[src/rtl/param_seq_detector.sv]
// -----------------------------------------------------------------------------
// param_seq_detector
//   Parametrised Mealy digit-sequence detector. Incoming digits shift into a
//   history register (h[0] = most recent) and every qualified digit is compared
//   against the active part of a writable pattern. The detection strobe is
//   combinational, so it rises in the same cycle as the final digit of a match.
//
// Ports
//   clk               rising-edge clock
//   syn_rst           synchronous reset, active-high
//   start             arm the detector, latch cfg_len / cfg_overlap
//   stop              return to IDLE (wins over start)
//   digit_valid       qualifies digit_in
//   digit_in          incoming digit
//   cfg_len           active pattern length (0 or > LEN clamps to LEN)
//   cfg_overlap       1 = matches may share digits
//   wr_en/wr_idx/wr_digit  pattern write port, honoured only in IDLE
//   clear_count       zero match_count (wins over a coincident match)
//   sequence_detected Mealy match strobe
//   match_count       saturating match counter
//   busy              detector armed (state != IDLE)
//   cfg_err           one-cycle pulse after a rejected pattern write
// -----------------------------------------------------------------------------
module param_seq_detector #(
  parameter int N = 4,
  parameter int LEN = 8,
  parameter logic [LEN*N-1:0] DEF_PATTERN = {4'd8, 4'd2, 4'd4, 4'd4, 4'd4, 4'd3, 4'd0, 4'd0},
  parameter int DEF_LEN = 8,
  parameter int CNT_W = 8,
  localparam int LW = $clog2(LEN + 1),
  localparam int IW = $clog2(LEN)
) (
  input  logic             clk,
  input  logic             syn_rst,
  input  logic             start,
  input  logic             stop,
  input  logic             digit_valid,
  input  logic [N-1:0]     digit_in,
  input  logic [LW-1:0]    cfg_len,
  input  logic             cfg_overlap,
  input  logic             wr_en,
  input  logic [IW-1:0]    wr_idx,
  input  logic [N-1:0]     wr_digit,
  input  logic             clear_count,
  output logic             sequence_detected,
  output logic [CNT_W-1:0] match_count,
  output logic             busy,
  output logic             cfg_err
);

  typedef enum logic [1:0] {S_IDLE, S_FILL, S_HUNT} state_t;

  localparam logic [LW-1:0] LEN_L    = LW'(LEN);
  localparam logic [IW-1:0] FILL_MAX = IW'(LEN - 1);
  localparam logic [IW:0]   LEN_I    = (IW + 1)'(LEN);

  state_t             r_state;
  state_t             w_state_next;
  logic [IW-1:0]      r_fill;
  logic [IW-1:0]      w_fill_next;
  logic [IW-1:0]      w_fill_inc;
  logic [LW-1:0]      r_len;
  logic               r_overlap;
  logic [CNT_W-1:0]   r_count;
  logic               r_busy;
  logic               r_cfg_err;
  logic [N-1:0]       r_pattern [LEN];
  logic [N-1:0]       r_hist    [LEN-1];

  logic [LW-1:0]      w_len_clamped;
  logic [IW-1:0]      w_len_m1;
  logic [LEN-1:0]     w_pos_cmp;
  logic               w_match;
  logic               w_shift;
  logic               w_idx_ok;
  logic               w_wr_ok;

  assign w_len_clamped = ((cfg_len == '0) || (cfg_len > LEN_L)) ? LEN_L : cfg_len;
  assign w_len_m1      = IW'(r_len - 1'b1);
  assign w_fill_inc    = (r_fill == FILL_MAX) ? r_fill : r_fill + 1'b1;
  assign w_idx_ok      = ({1'b0, wr_idx} < LEN_I);
  assign w_wr_ok       = wr_en && (r_state == S_IDLE) && w_idx_ok;

  // Position 0 is the digit arriving now against the last active pattern
  // digit; position k checks h[k-1] against pattern[len_q-1-k]. Positions at
  // or beyond the active length are forced true.
  assign w_pos_cmp[0] = (digit_in == r_pattern[w_len_m1]);
  for (genvar gi = 1; gi < LEN; gi++) begin : g_cmp
    assign w_pos_cmp[gi] = (gi >= int'(r_len)) ||
                           (r_hist[gi-1] == r_pattern[IW'(int'(r_len) - 1 - gi)]);
  end

  // Any cycle carrying stop, start or reset never reports a match.
  assign w_match = (r_state == S_HUNT) && digit_valid && !stop && !start &&
                   !syn_rst && (&w_pos_cmp);

  always_comb begin
    w_state_next = r_state;
    w_fill_next  = r_fill;
    w_shift      = 1'b0;
    if (stop) begin
      w_state_next = S_IDLE;
      w_fill_next  = '0;
    end else if (start) begin
      // Re-arming discards the digit of this cycle.
      w_fill_next  = '0;
      w_state_next = (w_len_clamped == LW'(1)) ? S_HUNT : S_FILL;
    end else if ((r_state != S_IDLE) && digit_valid) begin
      w_shift = 1'b1;
      if (w_match && !r_overlap) begin
        w_fill_next  = '0;
        w_state_next = (r_len == LW'(1)) ? S_HUNT : S_FILL;
      end else begin
        w_fill_next  = w_fill_inc;
        w_state_next = (w_fill_inc >= w_len_m1) ? S_HUNT : S_FILL;
      end
    end
  end

  always_ff @(posedge clk) begin
    if (syn_rst) begin
      r_state   <= S_IDLE;
      r_fill    <= '0;
      r_len     <= LW'(DEF_LEN);
      r_overlap <= 1'b0;
      r_count   <= '0;
      r_busy    <= 1'b0;
      r_cfg_err <= 1'b0;
    end else begin
      r_state   <= w_state_next;
      r_fill    <= w_fill_next;
      r_busy    <= (w_state_next != S_IDLE);
      r_cfg_err <= wr_en && ((r_state != S_IDLE) || !w_idx_ok);
      if (start && !stop) begin
        r_len     <= w_len_clamped;
        r_overlap <= cfg_overlap;
      end
      if (clear_count) begin
        r_count <= '0;
      end else if (w_match && (r_count != '1)) begin
        r_count <= r_count + 1'b1;
      end
    end
  end

  // Pattern store: digit 0 of DEF_PATTERN sits at the MSB end.
  always_ff @(posedge clk) begin
    if (syn_rst) begin
      for (int i = 0; i < LEN; i++) begin
        r_pattern[i] <= DEF_PATTERN[(LEN-1-i)*N +: N];
      end
    end else if (w_wr_ok) begin
      r_pattern[wr_idx] <= wr_digit;
    end
  end

  always_ff @(posedge clk) begin
    if (syn_rst) begin
      for (int i = 0; i < LEN-1; i++) begin
        r_hist[i] <= '0;
      end
    end else if (w_shift) begin
      r_hist[0] <= digit_in;
      for (int i = 1; i < LEN-1; i++) begin
        r_hist[i] <= r_hist[i-1];
      end
    end
  end

  assign sequence_detected = w_match;
  assign match_count       = r_count;
  assign busy              = r_busy;
  assign cfg_err           = r_cfg_err;

endmodule

[config.mk]
export PLATFORM = sky130hd
export DESIGN_NAME = param_seq_detector
export DESIGN_NICKNAME = d
export VERILOG_FILES = /design/src/rtl/param_seq_detector.sv
export SDC_FILE = /design/constraint.sdc
export NUM_CORES = 1
export LEC_CHECK = 0
export ABC_AREA = 1
export ABC_CLOCK_PERIOD_IN_PS = 4000
export CELL_PAD_IN_SITES_DETAIL_PLACEMENT = 2
export CELL_PAD_IN_SITES_GLOBAL_PLACEMENT = 2
export CORE_UTILIZATION = 30
export DETAILED_ROUTE_END_ITERATION = 10
export PLACE_DENSITY = 0.88
export SKIP_CTS_REPAIR_TIMING = 1
export SLEW_MARGIN = 10
export SYNTH_ARGS = -nofsm -noshare
export SYNTH_HDL_FRONTEND = slang
export SYNTH_SLANG_ARGS = --single-unit
[constraint.sdc]
create_clock -name clk -period 4 [get_ports clk]
set_clock_uncertainty 0.15 [all_clocks]
set_input_delay 0.8 -clock clk [delete_from_list [all_inputs] [get_ports clk]]
set_output_delay 0.8 -clock clk [all_outputs]
set_load 0.01 [all_outputs]
=== Yosys cells after proc, flatten, opt, wreduce, memory -nomap -nowiden ===
Memories as Yosys holds them, arrays and structs flattened.
Index checks and enable logic that the tools add are counted.

* Bitwise logic cells: 7
* Muxes and demuxes: 31
* Eq/ne operators: 13
* Reduce and logical (&&, ||, !) cells: 31
* Order comparisons: 9
* Add/sub/neg operators: 11

{| class="wikitable"
|+ Operators by type and width
! operator !! number
|-
| $mux 4 || 9
|-
| $eq 4x4->1 || 8
|-
| $ge 3x4->1 const A || 4
|-
| $mux 2 || 7
|-
| $mux 1 || 12
|-
| $sub 3x3->3 const B || 4
|-
| $logic_and 1x1->1 || 11
|-
| $mux 3 || 3
|-
| $sub 3x1->3 const B || 3
|-
| $add 8x1->8 const B || 1
|-
| $eq 4x1->1 const B || 2
|-
| $ge 2x4->1 const A || 2
|-
| $logic_or 1x1->1 || 8
|-
| $ne 8x8->1 const B || 1
|-
| $reduce_and 8->1 || 1
|-
| $or 1x1->1 || 7
|-
| $sub 3x2->3 const B || 2
|-
| $ge 1x4->1 const A || 1
|-
| $gt 4x4->1 const B || 1
|-
| $logic_not 1->1 || 4
|-
| $logic_not 4->1 || 1
|-
| $reduce_bool 2->1 || 2
|-
| $reduce_or 4->1 || 1
|-
| $add 3x1->3 const B || 1
|-
| other kinds (6) || 6
|}

* Register bits: 20
* Bits in writable memories: 60
* Bits of input ports: 23
* Memories: 2
* Logic and storage cells: 111

{| class="wikitable"
|+ Memory list
! name !! depth !! width !! rd ports !! clocked after Yosys merged registers in !! wr ports !! line !! RTL
|-
| r_pattern || 8 || 4 || 8 || 0 || 8 || 67 || <nowiki>logic [N-1:0] r_pattern [LEN];</nowiki>
|-
| r_hist || 7 || 4 || 7 || 0 || 7 || 68 || <nowiki>logic [N-1:0] r_hist [LEN-1];</nowiki>
|}

=== Depth between registers and ports, before layout ===
Gate-level depths: netlist (run 1).
An unclocked memory read counts as a cell.

* Word-level depth: 13
* Mapped depth: 28

=== Worst setup path before layout (run 1) ===
Ideal clock, no wire load.

* Path type: input-to-reg
* Start point: input port digit_valid
* End point: memory r_hist[0][0], enable pin
* Setup time: 0.456 ns
* Setup slack: 0.046 ns
* Path buffers: 0
* Arrival: 3.347 ns
* Stages: 4
* Path through: inv_1 -> nor2_1 -> inv_1 -> o31ai_1

{| class="wikitable"
|+ RTL lines
! what !! line !! RTL
|-
| start: declaration || 37 || <nowiki>input logic digit_valid,</nowiki>
|-
| end: declaration || 68 ||
|}

=== Final worst setup path (run 1) ===
* Start point: register r_len[0]
* End point: output port sequence_detected

* Longest elaborated chain between the ends: 7
* Elaborated cells on any way between the ends: 34

{| class="wikitable"
|+ Ends and longest elaborated chain
! what !! line !! RTL
|-
| start: declaration || 62 || <nowiki>logic [LW-1:0] r_len;</nowiki>
|-
| start signal: assignment || 124 || <nowiki>r_len <= LW'(DEF_LEN);</nowiki>
|-
| start signal: assignment || 135 || <nowiki>r_len <= w_len_clamped;</nowiki>
|-
| $sub 3x1->3 || 79, 90 ||
|-
| $sub 3x2->3 (tied with other cells) || 90 || <nowiki>(r_hist[gi-1] == r_pattern[IW'(int'(r_len) - 1 - gi)]);</nowiki>
|-
| $mem_v2 8x4 || - ||
|-
| $eq 4x4->1 || 90 ||
|-
| $logic_or 1x1->1 || 89 || <nowiki>assign w_pos_cmp[gi] = (gi >= int'(r_len)) ||</nowiki>
|-
| $reduce_and 8->1 (*) || 95 || <nowiki>!syn_rst && (&w_pos_cmp);</nowiki>
|-
| $logic_and 1x1->1 (*) || 95 ||
|-
| end: declaration || 45 || <nowiki>output logic sequence_detected,</nowiki>
|}

Every way passes the cells marked *; elsewhere a longest branch is shown, timed or not.

==> out/metrics.cfg, run 1 <==
[cts]
clk_pin_slew_ps=70
worstSkewPairLatency_ps=360
clk_path_buf_depth=2
clkSinkCount=80
numCtsBuffers=9
cts-root-buf=clkbuf_16
htreeDepth=3
cts_tree=done

[final_layout]
area_delta_synth_final_pct=18.0
nets=992
final_cells=1226
nFillCells=2363
final_cell_mix=nand2_1 (397), inv_1 (112), nand3_1 (111), nor2_1 (97), edfxtp_1 (60)
finish.utilization=0.365
drive_gt1_frac=0.0694
antenna_cells=0
layout_commonest_cell=nand2_1

[worst_setup_path]
cp.required_ps=3050
cp.depth=17
cp_cell_sequence=inv_2 -> ha_4 -> inv_2 -> buf_4 -> nand3_1 -> and2_1 -> nand2_1 -> nand2_1 -> nand2_1 -> nand2_1 -> nand2_1 -> inv_1 -> nand2_1 -> nand2_1 -> nand4_1 -> nor3_1 -> clkbuf_2
cp_top_family=simple AND/OR/NAND/NOR gates
crit_slowest_cell=dfxtp_1
path_max_fanout=11
regToRegEndpoint=busy$_SDFF_PP0_
worst_path_largest_cell_delay_ps=370
cp.arrival_ps=2820
ff2ff_path_depth=23
crit_path_frequent_cell=nand2_1
crit_type=flip-flop to output pin
cp_num_buf_inv=5
worstSetupStartpointType=flip-flop
end_kind=output pin
r2r_slack_ps=800
r2r_start=r_len[0]$_SDFFE_PP0P_

[detailed_routing]
viasPerCell=4.94
remaining_drc_errors=0
num_vias=6056
wl_per_cell_um=18.2
drt_iter0_markers=222
ant_nets=0
wirelength_mm=22.3
dr.pass1.iters=4

[power]
p_leak_uw=0.00334
p_sw_uw=923
combPwrFrac=0.286
powerDensity_mw_per_mm2=370
netSwitchingFraction=0.362
internal_power_uw=1620
pwr-share-seq=0.375
clkPwrFrac=0.339
irDropWorstVdd_mv=0.210

[die]
rows=50
start_util=0.309
die_w_um=142
ios=34
core-area_mm2=0.0189
fp.dieH_um=142
die_area_mm2=0.0200

[min_path]
hold_start=r_fill[2]$_SDFFE_PP0P_
hp-class=flip-flop to flip-flop
min_to=r_fill[2]$_SDFFE_PP0P_
min_path_cells=2

[sta]
relSlewSlack=0.712
clock.fmax_mhz=265
setup_ws_ps=228
worst_pin_slew_ps=432
min_period_ps=3770
finalCritPeriodShare=0.943
fin_tns_setup_ps=0
whs_ps=340
finalHoldViolations=0
finalSetupViolCount=0
grt_setup_unrepaired=no
maxSlewViolCount=0

[logic_synthesis]
synth_top_family_by_area=simple AND/OR/NAND/NOR gates
synthMuxAreaShare=0.00193
synth_flop_cell=edfxtp_1
syn-num-nets=950
synth_seq_cells=80
synth_xor_area_frac=0.00900
synth_simple_gate_area_share=0.454
yosys_warnings=0
ys_types=35
synth_top_cell_area_share=0.309
synth_fa_ha_area_frac=0.0171
synth_edf_count=60
synth_area_per_cell_um2=6.35
yosysTopAreaCell=edfxtp_1
ys_seq_area_frac=0.377
synth-compound-area-share=0.0336
synthArstFlopShare=0
synthCells=919
synthTopCellsByArea=edfxtp_1 (31%), nand2_1 (26%), nand3_1 (9.5%)
syn_area_mm2=0.00584

[global_route]
grt_pass1_wl_mm=35.5
grt_overflow=0
antenna_found_initial=0
grt_use_total=0.235
grt_pass1_vias=6710
grt_max_degree=50

[placed_design]
placedCellCount=1210
portBuffers=33
post-place-ws_ps=-112
dp.final_hpwl_mm=17.5
gp_congestion=0.844

[run]
cap_violations=0

[run_status]
status=completed

## power groups by stage
stage	registers, µW	clock network, µW	logic [µW]
floorplan	958	0	476
finish	954	863	730
CTS	953	883	729
global placement	968	0	672
detailed placement	971	0	717
global route	957	914	816
## registers in the layout (all words and copies together), names as in the netlist
| register | flops |
|---|---|
| r_len | 4 |
| r_overlap | 1 |
| busy | 1 |
| r_pattern | 32 |
| r_state | 2 |
| r_hist | 28 |
| match_count | 8 |
| r_fill | 3 |
| cfg_err | 1 |
## Yosys cell counts, types with 5 or more instances
cell / number
nand2_1: 401
dfxtp_1: 20
edfxtp_1: 60
nor3_1: 5
buf_4: 10
nor2_1: 97
buf_2: 10
inv_1: 112
ha_1: 8
xor2_1: 5
nand4_1: 5
o21ai_0: 13
clkbuf_1: 6
nand3_1: 111
a21oi_1: 15
## kinds of logic (layout without fill, tap and decap cells)
logic type               count (synthesis)  after routing
multiplexers                             1              1
adder cells (fa/ha/maj)                  8              8
XOR/XNOR                                 6              6
flip-flops                              80             80
AO/OA/AOI/OAI                           37             37
AND/OR/NAND/NOR                        640            640
buffers and inverters                  147            194
## worst reg2reg max path: stages, from the launching register on
cell     delay [ps]
dfxtp_1         370
inv_2            90
ha_4            320
inv_2            70
buf_4           160
buf_4           160
nand3_1         100
nand2_1         120
nand2_1         130
nand2_1          70
nand2_1          60
nand2_1          50
nor2_1           80
nand2_1          80
nand2_1         120
nand2_1         140
nor2_4          200
nand3_2         150
nand2_1         110
nand3_1         100
nand2_1          90
nand2_1          50
nand2_1          70
nand2_1          50
## how the worst max path moves through the flow
stage                                      from  slack [ps]                         end
final                     r_len[0]$_SDFFE_PP0P_         230           sequence_detected
after global routing      r_len[0]$_SDFFE_PP0P_          20           sequence_detected
after CTS                 r_len[1]$_SDFFE_PP0P_        -390           sequence_detected
after detailed placement                   stop        -110           sequence_detected
after global placement                     stop          -6           sequence_detected
after floorplan                     digit_valid          50  r_hist[0][0]$_SDFFCE_PN0P_
## layer usage
layer,GRT usage,part of all wire
met3,0.0337,0.030
met1,0.269,0.42
met4,0.0979,0.036
met2,0.437,0.51
met5,0,0
## stage by stage
| step | instance area, µm² | total power, µW |
|---|---|---|
| 2_1_floorplan | 5840 | 1430 |
| 3_3_place_gp | 6570 | 1640 |
| 3_5_place_dp | 6570 | 1690 |
| 4_1_cts | 6870 | 2570 |
| 5_1_grt | 6890 | 2690 |
| 6_report | 6890 | 2550 |
## cell type report
class | instances | area, µm² | share of cell area
Clock buffer | 10 | 250 | 0.0363
Clock inverter | 6 | 48.8 | 0.00708
Inverter | 118 | 444 | 0.0645
Multi-Input combinational cell | 692 | 3050 | 0.442
Sequential cell | 80 | 2200 | 0.320
Tap cell | 260 | 325 | 0.0472
Timing Repair Buffer | 60 | 572 | 0.0830
(Power assumes the default switching activity.)
==> run 2: changes to the inputs <==
--- a/config.mk
+++ b/config.mk
@@ -5,11 +5,11 @@
 export SDC_FILE = /design/constraint.sdc
 export NUM_CORES = 1
 export LEC_CHECK = 0
-export ABC_AREA = 1
+export ABC_AREA = 0
 export ABC_CLOCK_PERIOD_IN_PS = 4000
 export CELL_PAD_IN_SITES_DETAIL_PLACEMENT = 2
 export CELL_PAD_IN_SITES_GLOBAL_PLACEMENT = 2
-export CORE_UTILIZATION = 30
+export CORE_UTILIZATION = 38
 export DETAILED_ROUTE_END_ITERATION = 10
 export PLACE_DENSITY = 0.88
 export SKIP_CTS_REPAIR_TIMING = 1
==> out/metrics.cfg, run 2 <==
[worst_setup_path]
cp.arrival_ps=3520  ; was 2820 ps
cp.required_ps=3050  ; about the same
path_max_fanout=9  ; was 11
end_kind=output pin  ; unchanged
crit_type=flip-flop to output pin  ; unchanged
worstSetupStartpointType=flip-flop  ; unchanged

[logic_synthesis]
synth_edf_count=60  ; unchanged
synthCells=439  ; was 919
syn-num-nets=470  ; was 950
synth_simple_gate_area_share=0.185  ; was 0.454
synth_top_cell_area_share=0.331  ; was 0.309
yosys_warnings=0  ; unchanged
synthTopCellsByCount=edfxtp_1 (60), mux2i_1 (48), and3_1 (27), mux4_2 (27)  ; was nand2_1 (401), inv_1 (112), nand3_1 (111)
yosysTopAreaCell=edfxtp_1  ; unchanged
synthMuxAreaShare=0.230  ; was 0.00193
synth_xor_area_frac=0.0746  ; was 0.00900
synth_flop_cell=edfxtp_1  ; unchanged
synthArstFlopShare=0  ; unchanged
synthTopCellsByArea=edfxtp_1 (33%), mux4_2 (11%), mux2i_1 (8.8%)  ; was edfxtp_1 (31%), nand2_1 (26%), nand3_1 (9.5%)
syn_area_mm2=0.00545  ; was 0.00584 mm²
synth_area_per_cell_um2=12.4  ; was 6.35 µm²
ys_types=62  ; was 35
synth_seq_cells=80  ; unchanged
synth_fa_ha_area_frac=0.0202  ; was 0.0171
synth-compound-area-share=0.0457  ; was 0.0336
synth_top_family_by_area=multiplexers  ; was simple AND/OR/NAND/NOR gates
ys_seq_area_frac=0.404  ; was 0.377
synth.most_common_cell=edfxtp_1  ; was nand2_1

[final_layout]
final_cell_mix=buf_4 (64), edfxtp_1 (60), mux2i_1 (46), clkdlybuf4s50_1 (32), mux4_2 (28)  ; was nand2_1 (397), inv_1 (112), nand3_1 (111), nor2_1 (97), edfxtp_1 (60)
layout_commonest_cell=buf_4  ; was nand2_1
antenna_cells=0  ; unchanged
area_delta_synth_final_pct=22.9  ; was 18.0%
nFillCells=1359  ; was 2363
nets=556  ; was 992
regMostFlops=r_pattern  ; unchanged
drive_gt1_frac=0.292  ; was 0.0694
largest_reg_flops=32  ; unchanged
final_cells=710  ; was 1226

[die]
fp.dieH_um=122  ; was 142 µm
die_area_mm2=0.0148  ; was 0.0200 mm²
rows=43  ; was 50
ios=34  ; unchanged
die_w_um=122  ; was 142 µm
core-area_mm2=0.0139  ; was 0.0189 mm²
start_util=0.391  ; was 0.309

[run_status]
status=complete, but fails checks  ; was completed
violations=setup timing

[sta]
clock.fmax_mhz=224  ; was 265 MHz
whs_ps=379  ; was 340 ps
fin_tns_setup_ps=-469  ; was 0 ps
finalHoldViolations=0  ; unchanged
finalCritPeriodShare=1.12  ; was 0.943
finalSetupViolCount=1  ; was 0
worst_pin_slew_ps=583  ; was 432 ps
grt_setup_unrepaired=yes  ; was no
relSlewSlack=0.601  ; was 0.712
maxSlewViolCount=0  ; unchanged
min_period_ps=4470  ; was 3770 ps
setup_ws_ps=-469  ; was 228 ps

[placed_design]
dp.final_hpwl_mm=13.4  ; was 17.5 mm
gp_congestion=0.821  ; was 0.844
placedCellCount=687  ; was 1210
portBuffers=33  ; unchanged
post-place-ws_ps=-712  ; was -112 ps

[global_route]
grt_pass1_vias=4536  ; was 6710
grt_overflow=0  ; unchanged
grt_max_degree=32  ; was 50
grt_pass1_wl_mm=26.4  ; was 35.5 mm
antenna_found_initial=0  ; unchanged
grt_use_total=0.247  ; was 0.235

[run]
cap_violations=0  ; unchanged

[cts]
htreeDepth=3  ; unchanged
clk_pin_slew_ps=60  ; was 70 ps
numCtsBuffers=9  ; unchanged
cts_tree=done  ; unchanged
cts-root-buf=clkbuf_16  ; unchanged
clkSinkCount=80  ; unchanged
worstSkewPairLatency_ps=360  ; about the same
clk_path_buf_depth=2  ; unchanged

[detailed_routing]
ant_nets=0  ; unchanged
wl_per_cell_um=24.4  ; was 18.2 µm
drt_iter0_markers=172  ; was 222
wl_met3_um=417  ; was 657 µm
wl_met2_mm=9.36  ; was 11.4 mm
num_vias=4026  ; was 6056
wirelength_mm=17.3  ; was 22.3 mm
viasPerCell=5.67  ; was 4.94
dr.pass1.iters=5  ; was 4
highest_layer=met4  ; unchanged
wl_met1_mm=7.00  ; was 9.42 mm
remaining_drc_errors=0  ; unchanged

[power]
irDropWorstVdd_mv=0.279  ; was 0.210 mV
p_total_uw=2250  ; was 2550 µW
powerDensity_mw_per_mm2=336  ; was 370 mW/mm²
p_leak_uw=0.00249  ; was 0.00334 µW

[min_path]
hp-class=flip-flop to flip-flop  ; unchanged

-- run 2: path summary, 6_finish.rpt --
path / from / cells past startpoint / slack [ps] / endpoint
max reg2reg: r_len[1]$_SDFFE_PP0P_ / 15 / 90 / match_count[6]$_SDFFE_PP0P_
min: match_count[3]$_SDFFE_PP0P_ / 2 / 380 / match_count[3]$_SDFFE_PP0P_
max: r_len[0]$_SDFFE_PP0P_ / 10 / -470 / sequence_detected
min reg2reg: match_count[3]$_SDFFE_PP0P_ / 2 / 380 / match_count[3]$_SDFFE_PP0P_
-- run 2: layer usage --
layer  up-vias  track usage
met5         -            0
met4         0        0.103
met3        31       0.0435
met2        67        0.451
met1      2104        0.280
li1       1824            -
-- run 2: area by class of cell --
| cell class | count | area [µm²] | area share |
|---|---|---|---|
| timing repair buffer | 101 | 860 | 0.128 |
| clock inverter | 6 | 60.1 | 0.00897 |
| clock buffer | 10 | 229 | 0.0342 |
| multi-input combinational | 328 | 3100 | 0.462 |
| inverter | 5 | 21.3 | 0.00318 |
| sequential | 80 | 2210 | 0.329 |
| tap | 180 | 225 | 0.0336 |
-- run 2: kinds of logic (layout without fill, tap and decap cells) --
logic type	Yosys count	in the layout
muxes	82	82
AOI/OAI and AO/OA	30	30
buffers and inverters	31	122
and+or+nand+nor	168	168
adders and majority gates	9	9
xor gates and xnor gates	39	39
DFF	80	80
-- run 2: report_power, final --
group | switching (µW) | leakage (µW) | total, µW | internal [µW]
logic | 236 | 0.00159 | 459 | 223
clock network | 358 | 0.000140 | 838 | 480
registers | 30.1 | 0.000761 | 952 | 922
total | 624 | 0.00249 | 2250 | 1620
-- run 2: through the flow --
step	util	area, µm²
after detailed placement	0.453	6320
final	0.481	6700
after global placement	0.453	6320
after global routing	0.481	6700
after floorplan	-	5510
after CTS	0.474	6610
-- run 2: worst max-delay path, stage by stage, from the launching register on --
cell	delay, ps
dfxtp_4	370
inv_4	40
ha_4	280
buf_4	190
mux4_1	630
mux2i_1	190
xor2_1	240
a41oi_2	210
or4_4	590
nor4b_4	250
buf_2	170
